## src/rtl/alu_pkg.sv

```systemverilog
// Shared opcode definitions for the datapath ALU and its combinational decoder.
package alu_pkg;

  typedef logic [2:0] opcode_t;

  localparam opcode_t OP_ADD  = 3'b000;
  localparam opcode_t OP_SUB  = 3'b001;
  localparam opcode_t OP_MUL  = 3'b010;
  localparam opcode_t OP_M8Z  = 3'b011;
  localparam opcode_t OP_M14Z = 3'b100;
  localparam opcode_t OP_RSH2 = 3'b101;
  localparam opcode_t OP_ZERO = 3'b110;

endpackage

```

## src/rtl/alu_comb.sv

```systemverilog
// Combinational ALU core: decodes the opcode and produces the next result and zero flag.
module alu_comb
  import alu_pkg::*;
#(
  parameter int WIDTH = 16
) (
  input  logic [WIDTH-1:0] a,
  input  logic [WIDTH-1:0] b,
  input  opcode_t          ctrl,
  output logic [WIDTH-1:0] result_next,
  output logic             zero_next
);

  logic [WIDTH-1:0] m8z_val;
  logic [WIDTH-1:0] m14z_val;

  // Masks keep the low bits of b and clear everything above them.
  genvar gi;
  generate
    for (gi = 0; gi < WIDTH; gi++) begin : g_mask
      assign m8z_val[gi]  = (gi < 8) ? b[gi] : 1'b0;
      assign m14z_val[gi] = (gi < 2) ? b[gi] : 1'b0;
    end
  endgenerate

  always_comb begin
    result_next = '0;
    case (ctrl)
      OP_ADD:  result_next = a + b;
      OP_SUB:  result_next = a - b;
      OP_MUL:  result_next = a * b;
      OP_M8Z:  result_next = m8z_val;
      OP_M14Z: result_next = m14z_val;
      OP_RSH2: result_next = b >> 2;
      OP_ZERO: result_next = '0;
      default: result_next = '0;  // reserved and unknown opcodes yield zero
    endcase
  end

  assign zero_next = (result_next == '0);

endmodule

```

## src/rtl/alu.sv

```systemverilog
// Datapath ALU top: registers the combinational result and zero flag with one-cycle latency.
module alu
  import alu_pkg::*;
#(
  parameter int WIDTH = 16
) (
  input  logic             clk,
  input  logic             rst_n,
  input  logic [WIDTH-1:0] a,
  input  logic [WIDTH-1:0] b,
  input  logic [2:0]       ctrl,
  output logic [WIDTH-1:0] out,
  output logic             z
);

  logic [WIDTH-1:0] out_reg;
  logic [WIDTH-1:0] out_next;
  logic             z_reg;
  logic             z_next;

  alu_comb #(
    .WIDTH(WIDTH)
  ) u_comb (
    .a          (a),
    .b          (b),
    .ctrl       (opcode_t'(ctrl)),
    .result_next(out_next),
    .zero_next  (z_next)
  );

  // z is registered from the same next-state result so it always tracks out.
  always_ff @(posedge clk) begin
    if (!rst_n) begin
      out_reg <= '0;
      z_reg   <= 1'b1;
    end else begin
      out_reg <= out_next;
      z_reg   <= z_next;
    end
  end

  assign out = out_reg;
  assign z   = z_reg;

endmodule

```

## config.mk

```make
export PLATFORM = sky130hd
export DESIGN_NAME = alu
export DESIGN_NICKNAME = d
export VERILOG_FILES = /design/src/rtl/alu_pkg.sv /design/src/rtl/alu_comb.sv /design/src/rtl/alu.sv
export SDC_FILE = /design/constraint.sdc
export NUM_CORES = 1
export LEC_CHECK = 0
export ABC_AREA = 1
export CORE_ASPECT_RATIO = 0.5
export CORE_MARGIN = 2
export CORE_UTILIZATION = 50
export CTS_CLUSTER_DIAMETER = 50
export DETAILED_ROUTE_END_ITERATION = 10
export PLACE_DENSITY = 0.79
export SYNTH_ARGS = -nofsm -noshare
export SYNTH_HDL_FRONTEND = slang
export SYNTH_SLANG_ARGS = --single-unit
```

## constraint.sdc

```tcl
create_clock -name clk -period 8.7 [get_ports clk]
set_clock_uncertainty 0.05 [all_clocks]
set_input_delay 1.74 -clock clk [delete_from_list [all_inputs] [get_ports clk]]
set_output_delay 1.74 -clock clk [all_outputs]
set_load 0.05 [all_outputs]
```

* After elaboration in Yosys (flattened, before gate mapping) *
Index checks and enable logic that the tools add are counted.

cells by class
  equality and inequality tests = 5
  add/sub/neg operators = 2
  $mul = 1
  reductions and logical operators = 2
  muxes and demuxes = 1

operators with widths
  operator                                                                number
  16-bit one-hot mux with 6 select lines                                  1
  16-bit adder                                                            1
  16-bit logical NOT                                                      1
  16-bit by 16-bit multiplier with 16-bit output                          1
  16-bit subtractor                                                       1
  3-bit by 2-bit equality test with 1-bit output (second input constant)  2
  3-bit equality test (second input constant)                             2
  3-bit by 1-bit equality test with 1-bit output (second input constant)  1
  3-bit logical NOT                                                       1

storage, ports and cells
  output and inout port bits = 17
  word-level logic and storage cells = 13
  flip-flop bits (word level) = 17

* Logic depth before layout (Yosys ltp) *
Gate-level depths: netlist of run 1.

  depth after elaboration = 3
  depth in mapped cells = 30
  depth with buffers taken out = 29

* By module *
Synthesis of run 1 repeated with hierarchy kept, for this count alone.

unflattened totals
  cells, all modules = 1080
  area total of the unflattened synthesis = 6780.3 um2

by module, submodules not included
  module    area an instance (um2)  times used  cells each  seq. area each (um2)
  alu_comb  6283.5                  1           1027        0.0
  alu       496.7                   1           53          340.3

* Worst setup path after synthesis of run 1 *
OpenSTA, ideal clock, no wires.

  path kind = input-to-reg
  start point = input b[1]
  end point = register z_reg (netlist: z)
  path buffers = 2
  data required time = 8.582 ns
  stages = 23
  arrival time = 6.692 ns
  path slack = 1.889 ns
  library setup time = 0.068 ns
  cells stage by stage = buf_2 > buf_1 > nand2_1 > fa_1 > fa_1 > inv_1 > fa_1 > fa_1 > fa_1 > inv_1 > fa_1 > inv_1 > ha_1 > inv_1 > nor3_1 > nand3_1 > nand4_1 > a21oi_1 > o21ai_0 > nand3_1 > nor2_1 > nand3_1 > o21bai_2

between the ends
  longest elaborated chain between the ends = 3
  elaborated cells between the ends (all ways) = 5

ends and longest elaborated chain
  item                                                                          RTL line        RTL
  from (decl)                                                                   alu.sv:10       input logic [WIDTH-1:0] b,
  16-bit by 16-bit multiplier with 16-bit output, or another cell as far along  alu_comb.sv:31  OP_MUL: result_next = a * b;
  16-bit one-hot mux with 6 select lines (*)                                    alu_comb.sv:28  case (ctrl)
  16-bit logical NOT (*)                                                        alu_comb.sv:40  assign zero_next = (result_next == '0);
  to (signal assigned)                                                          alu.sv:38       z_reg <= z_next;
  to (decl)                                                                     alu.sv:18       logic z_reg;

Mark *: on every way between the ends. The rest lies on a longest branch, timed or not.
A chain may end at the register's enable or synchronous reset.

* Worst setup path in the final report of run 1 *
  start point = input b[4]
  end point = register z_reg (netlist: z)

The elaborated chain is that of the path after synthesis.

==> results.yml, run 1 <==
timing:
  final.setup.tns_ps: 0
  fin_crit_sh_pct: 89.1
  final.min_clock_period_ps: 7750
  maxSlewHeadroom_pct: 47.7
  setup_viol: 0
  rsz0062_at_grt: "no"
  tightest_slew_ps: 783
  max_clock_freq_mhz: 129
  hold_viol: 0
  drv_slew: 0
grt:
  grt_pass1_wl_um: 31100
  grt_pass1_vias: 6196
  grt-ovfl-total: 0
  grt_max_degree: 21
  grt_usage_pct: 29.0
  antenna_found_initial: 0
logic_synthesis:
  synth.area.top_cells: "fa_1 25%, nand2_1 16%, inv_1 16%"
  synth_most_common_cell: "nand2_1"
  synth_top_area_share_pct: 25.4
  syn_nets: 1173
  synth_top_cell_by_area: "fa_1"
  syn-cell-area_um2: 6390
  avgSynthCellArea_um2: 6.46
  synthDistinctLibCells: 41
  synthFlopType: "dfxtp_1"
  synth_warnings: 0
  synth_commonest_cells: "276 x nand2_1, 269 x inv_1, 81 x fa_1"
  async_flop_share_pct: 0
  synth_edf_count: 0
  synth_seq_cells: 17
  seq_area_frac_synth_pct: 5.32
  netlist_instances: 989
worst_setup_path:
  cp_max_fo: 15
  crit_required_ps: 8840
  crit_slowest_cell: "clkdlybuf4s50_1"
  cp_top_family: "adder cells"
  cp-start-kind: "input pin"
  end_kind: "flop"
  critical_path_class: "in -> reg"
  crit_buf_inv: 6
  crit_top_cell: "fa_1"
  cp_data_arrival_time_ps: 7890
  cp_slowest_stage_delay_ps: 820
placed_design:
  hpwl_um: 15300
  gp_congestion: 1.05
  dpl-instance-area_um2: 7090
  port_buffers: 53
cts:
  root_buffer: "clkbuf_16"
  cts_buffers: 3
  cts_buffer_depth: 2
  cts.sinks: 17
  path_clk_slew_ps: 60
  cts_setup_buffers: 0
  cts_resized: 0
  cts_tree: "built"
  cts_max_level: 1
  cts_hold_buf: 0
floorplan:
  rows: 29
  dieWidth_um: 164
  chipHeight_um: 84.0
  core_area_um2: 12600
  die-area_um2: 13800
  initial_core_util_pct: 50.8
  io_pins: 54
min_path:
  min_path_type: "in -> reg"
  min_from: "rst_n"
  holdPathStages: 3
  hold_end: "out[8]"
detailed_routing:
  drc: 0
  drtIter0Drc: 494
  ant_nets: 0
  firstDrtPassIters: 6
  vias_per_cell: 5.22
  routedWlPerCell_um: 15.6
  totalWireLength_um: 18700
  num_vias: 6248
power_and_ir_drop:
  total_power_mw: 1.75
  seqPwrFrac_pct: 5.6
  swShare_pct: 58.3
  p_switching_mw: 1.02
  intPower_mw: 0.732
  peakVddDrop_mv: 0.198
  pwr-share-comb_pct: 89.0
  p_leak_nw: 4.39
  clock_power_share_pct: 5.3
  powerDensity_nw_per_um2: 245
final_layout:
  largest_reg_flops: 16
  num-fill-cells: 1207
  drive_gt1_share_pct: 3.89
  final_util_pct: 56.9
  syn_to_final_growth_pct: 12.1
  antennaDiodeCount: 0
  fin_area_um2: 7170
  fin_nets: 1213
flow_run:
  maxCapViolations: 0
status:
  status: "finished clean"
-- stage by stage --
| step | setup WS, ps | cells | hold WS (ps) |
|---|---|---|---|
| 6_report | 946 | 1198 | 2060 |
| 5_1_grt | 698 | 1198 | 2100 |
| 4_1_cts | 1100 | 1198 | 2060 |
| 3_5_place_dp | 869 | 1194 | 2320 |
| 3_3_place_gp | 901 | 1194 | 2320 |
| 2_1_floorplan | 1890 | 989 | 1790 |
-- layout make-up --
class	count	area (um^2)	area share, %
multi-input combinational	667	4880	68.1
inverter	275	1030	14.4
clock inverter	1	5.00	0.0698
timing repair buffer	65	621	8.66
clock buffer	3	75.1	1.05
tap	170	213	2.97
sequential	17	340	4.75
-- routing by layer --
layer  vias up  global-route usage [%]  part of all wire, %
met1      2922                    41.7                   45
met2       304                    47.4                   44
met5         -                       0                    0
li1       2984                       -                    -
met3        38                    2.38                  9.3
met4         0                    6.78                  2.3
-- power groups by stage --
| stage | clock [mW] | sequential [mW] | combinational [mW] |
|---|---|---|---|
| 2_1_floorplan | 0 | 0.153 | 1.09 |
| 3_3_place_gp | 0 | 0.101 | 1.51 |
| 3_5_place_dp | 0 | 0.0996 | 1.52 |
| 4_1_cts | 0.0951 | 0.0993 | 1.54 |
| 5_1_grt | 0.0990 | 0.101 | 1.78 |
| 6_report | 0.0937 | 0.0991 | 1.56 |
-- logic make-up (layout without fill, tap and decap cells) --
logic type,count (synthesis),count (layout),share of synthesized area (%)
flip-flops,17,17,5.32
buffers and inverters,305,344,18.4
adder cells (fa/ha/maj),147,147,38.3
XOR/XNOR,34,34,4.66
AO/OA/AOI/OAI,74,74,6.46
AND/OR/NAND/NOR,412,412,26.9
-- placed cells by master (no fill, tap or decap), types with 4 or more instances in the layout --
cell,n
a21o_1,4
a21oi_1,36
buf_4,12
clkdlybuf4s50_1,53
dfxtp_1,17
fa_1,81
ha_1,66
inv_1,269
inv_2,5
nand2_1,276
nand3_1,43
nand3_2,5
nand4_1,11
nor2_1,55
o21ai_0,18
o22ai_1,4
or2_2,6
xnor2_1,5
xor2_1,29
-- worst max-delay path by stage --
stage / cells after the start / slack [ps] / start / to
after floorplan: 23 / 1890 / b[1] / z
after global placement: 24 / 900 / b[3] / z
after detailed placement: 26 / 870 / b[4] / z
after CTS: 24 / 1100 / b[3] / z
after global routing: 24 / 700 / b[3] / z
final: 26 / 950 / b[4] / z
-- tightest hold or removal path, delay by kind of cell --
kind	cells	cell delay [ps]
buffers and inverters	2	490
AND/OR/NAND/NOR	1	90
(Power assumes the default switching activity.)
==> run 2, diff against run 1 <==
==> constraint.sdc (replaced) <==
create_clock -name clk -period 9.4 [get_ports clk]
set_clock_uncertainty 0.05 [all_clocks]
set_input_delay 1.88 -clock clk [delete_from_list [all_inputs] [get_ports clk]]
set_output_delay 1.88 -clock clk [all_outputs]
set_load 0.05 [all_outputs]
==> results.yml, run 2 (same netlist as run 1, synthesis figures left out) <==
detailed_routing:
  ant_nets: 0
  drtIter0Drc: 517
  met2_length_um: 7850
  drc: 0
  routed.top_layer: "met4"
  totalWireLength_um: 18100
  routedWlPerCell_um: 15.2
  met3_length_um: 1690
  num_vias: 6135
  firstDrtPassIters: 5
  met1_length_um: 8170
  vias_per_cell: 5.15
placed_design:
  port_buffers: 53
  gp_congestion: 1.01
  hpwl_um: 14600
  placed_cells: 1188
cts:
  root_buffer: "clkbuf_16"
  cts_buffers: 3
  path_clk_slew_ps: 60
  cts_tree: "built"
  cts_max_level: 1
  cts_resized: 0
  cts_setup_buffers: 0
  cts_hold_buf: 0
  cts_buffer_depth: 2
  cts.sinks: 17
final_layout:
  final_cells: 1192
  layout_commonest_cell: "nand2_1"
  antennaDiodeCount: 0
  syn_to_final_growth_pct: 11.4
  num-fill-cells: 1195
  drive_gt1_share_pct: 3.33
  final_cell_mix: "276 x nand2_1, 269 x inv_1, 81 x fa_1"
  largest_reg_flops: 16
  fin_nets: 1207
floorplan:
  chipHeight_um: 84.0
  core_area_um2: 12600
  rows: 29
  die-area_um2: 13800
  initial_core_util_pct: 50.8
  dieWidth_um: 164
  io_pins: 54
timing:
  max_clock_freq_mhz: 125
  drv_slew: 0
  fin_crit_sh_pct: 84.9
  tightest_slew_ps: 866
  final.setup.tns_ps: 0
  maxSlewHeadroom_pct: 42.1
  rsz0062_at_grt: "no"
  hold_viol: 0
  final.min_clock_period_ps: 7980
  setup_viol: 0
grt:
  antenna_found_initial: 0
  grt_pass1_vias: 6024
  grt_pass1_wl_um: 29900
  grt-ovfl-total: 0
  grt_usage_pct: 27.7
  grt_max_degree: 21
power_and_ir_drop:
  p_leak_nw: 4.36
  peakVddDrop_mv: 0.240
  powerDensity_nw_per_um2: 228
worst_setup_path:
  cp_max_fo: 19
  cp-start-kind: "input pin"
  critical_path_class: "in -> reg"
  cp_data_arrival_time_ps: 8120
  crit_required_ps: 9540
  end_kind: "flop"
status:
  status: "finished clean"
min_path:
  min_path_type: "in -> reg"
flow_run:
  maxCapViolations: 0
==> run 2: changes by cell type in the layout (fill, tap and decap cells not counted) <==
| cell | change |
|---|---|
| buf_4 | -6 |
==> run 2: cell type report <==
class / instances / area [um^2] / share of cell area, %
multi-input cells: 667 / 4880 / 68.5
inverters: 275 / 1030 / 14.5
repair buffers: 59 / 576 / 8.08
flip-flops and latches: 17 / 340 / 4.78
well taps: 170 / 213 / 2.99
clock buffers: 3 / 75.1 / 1.05
clock inverters: 1 / 5.00 / 0.0703
==> run 2: report_power, final <==
part           internal (mW)  switching (mW)  total [mW]
logic                  0.532           0.908        1.44
clock network         0.0570          0.0307      0.0877
registers             0.0865         0.00662      0.0931
==> run 2: routing by layer <==
layer,global-route usage (%),up-vias
met1,39.4,2854
li1,-,2979
met4,6.46,0
met2,44.6,265
met5,0,-
met3,3.97,37
==> run 2: final timing paths <==
path / startpoint / end / cells after the start
setup / recovery: b[2] / z / 24
hold / removal: rst_n / out[8] / 3
==> run 2: worst max-delay path, stage by stage <==
cell and delay [ps]:
clkdlybuf4s50_1 1040, nand2_1 170, fa_1 540, fa_1 580
fa_1 460, fa_1 550, inv_1 50, fa_1 500
inv_1 60, fa_1 470, inv_1 50, ha_1 330
nand2_1 120, nor2_1 150, nand3_1 130, nand3_1 110
nand2_1 50, nand3_1 70, nand2_1 50, nor2_1 230
nand4_1 190, nor2_1 120, nand3_1 90, o21bai_2 120
==> run 2: through the flow <==
stage                     hold slack (ps)  total power [mW]  utilization [%]  area (um^2)  setup slack, ps
final                                2210              1.62             56.6         7120             1420
after floorplan                      1930              1.15                -         6390             2450
after global routing                 2260              1.82             56.6         7120             1160
after global placement               2460              1.49             55.9         7040             1280
after CTS                            2210              1.60             56.6         7120             1490
after detailed placement             2470              1.50             55.9         7040             1250
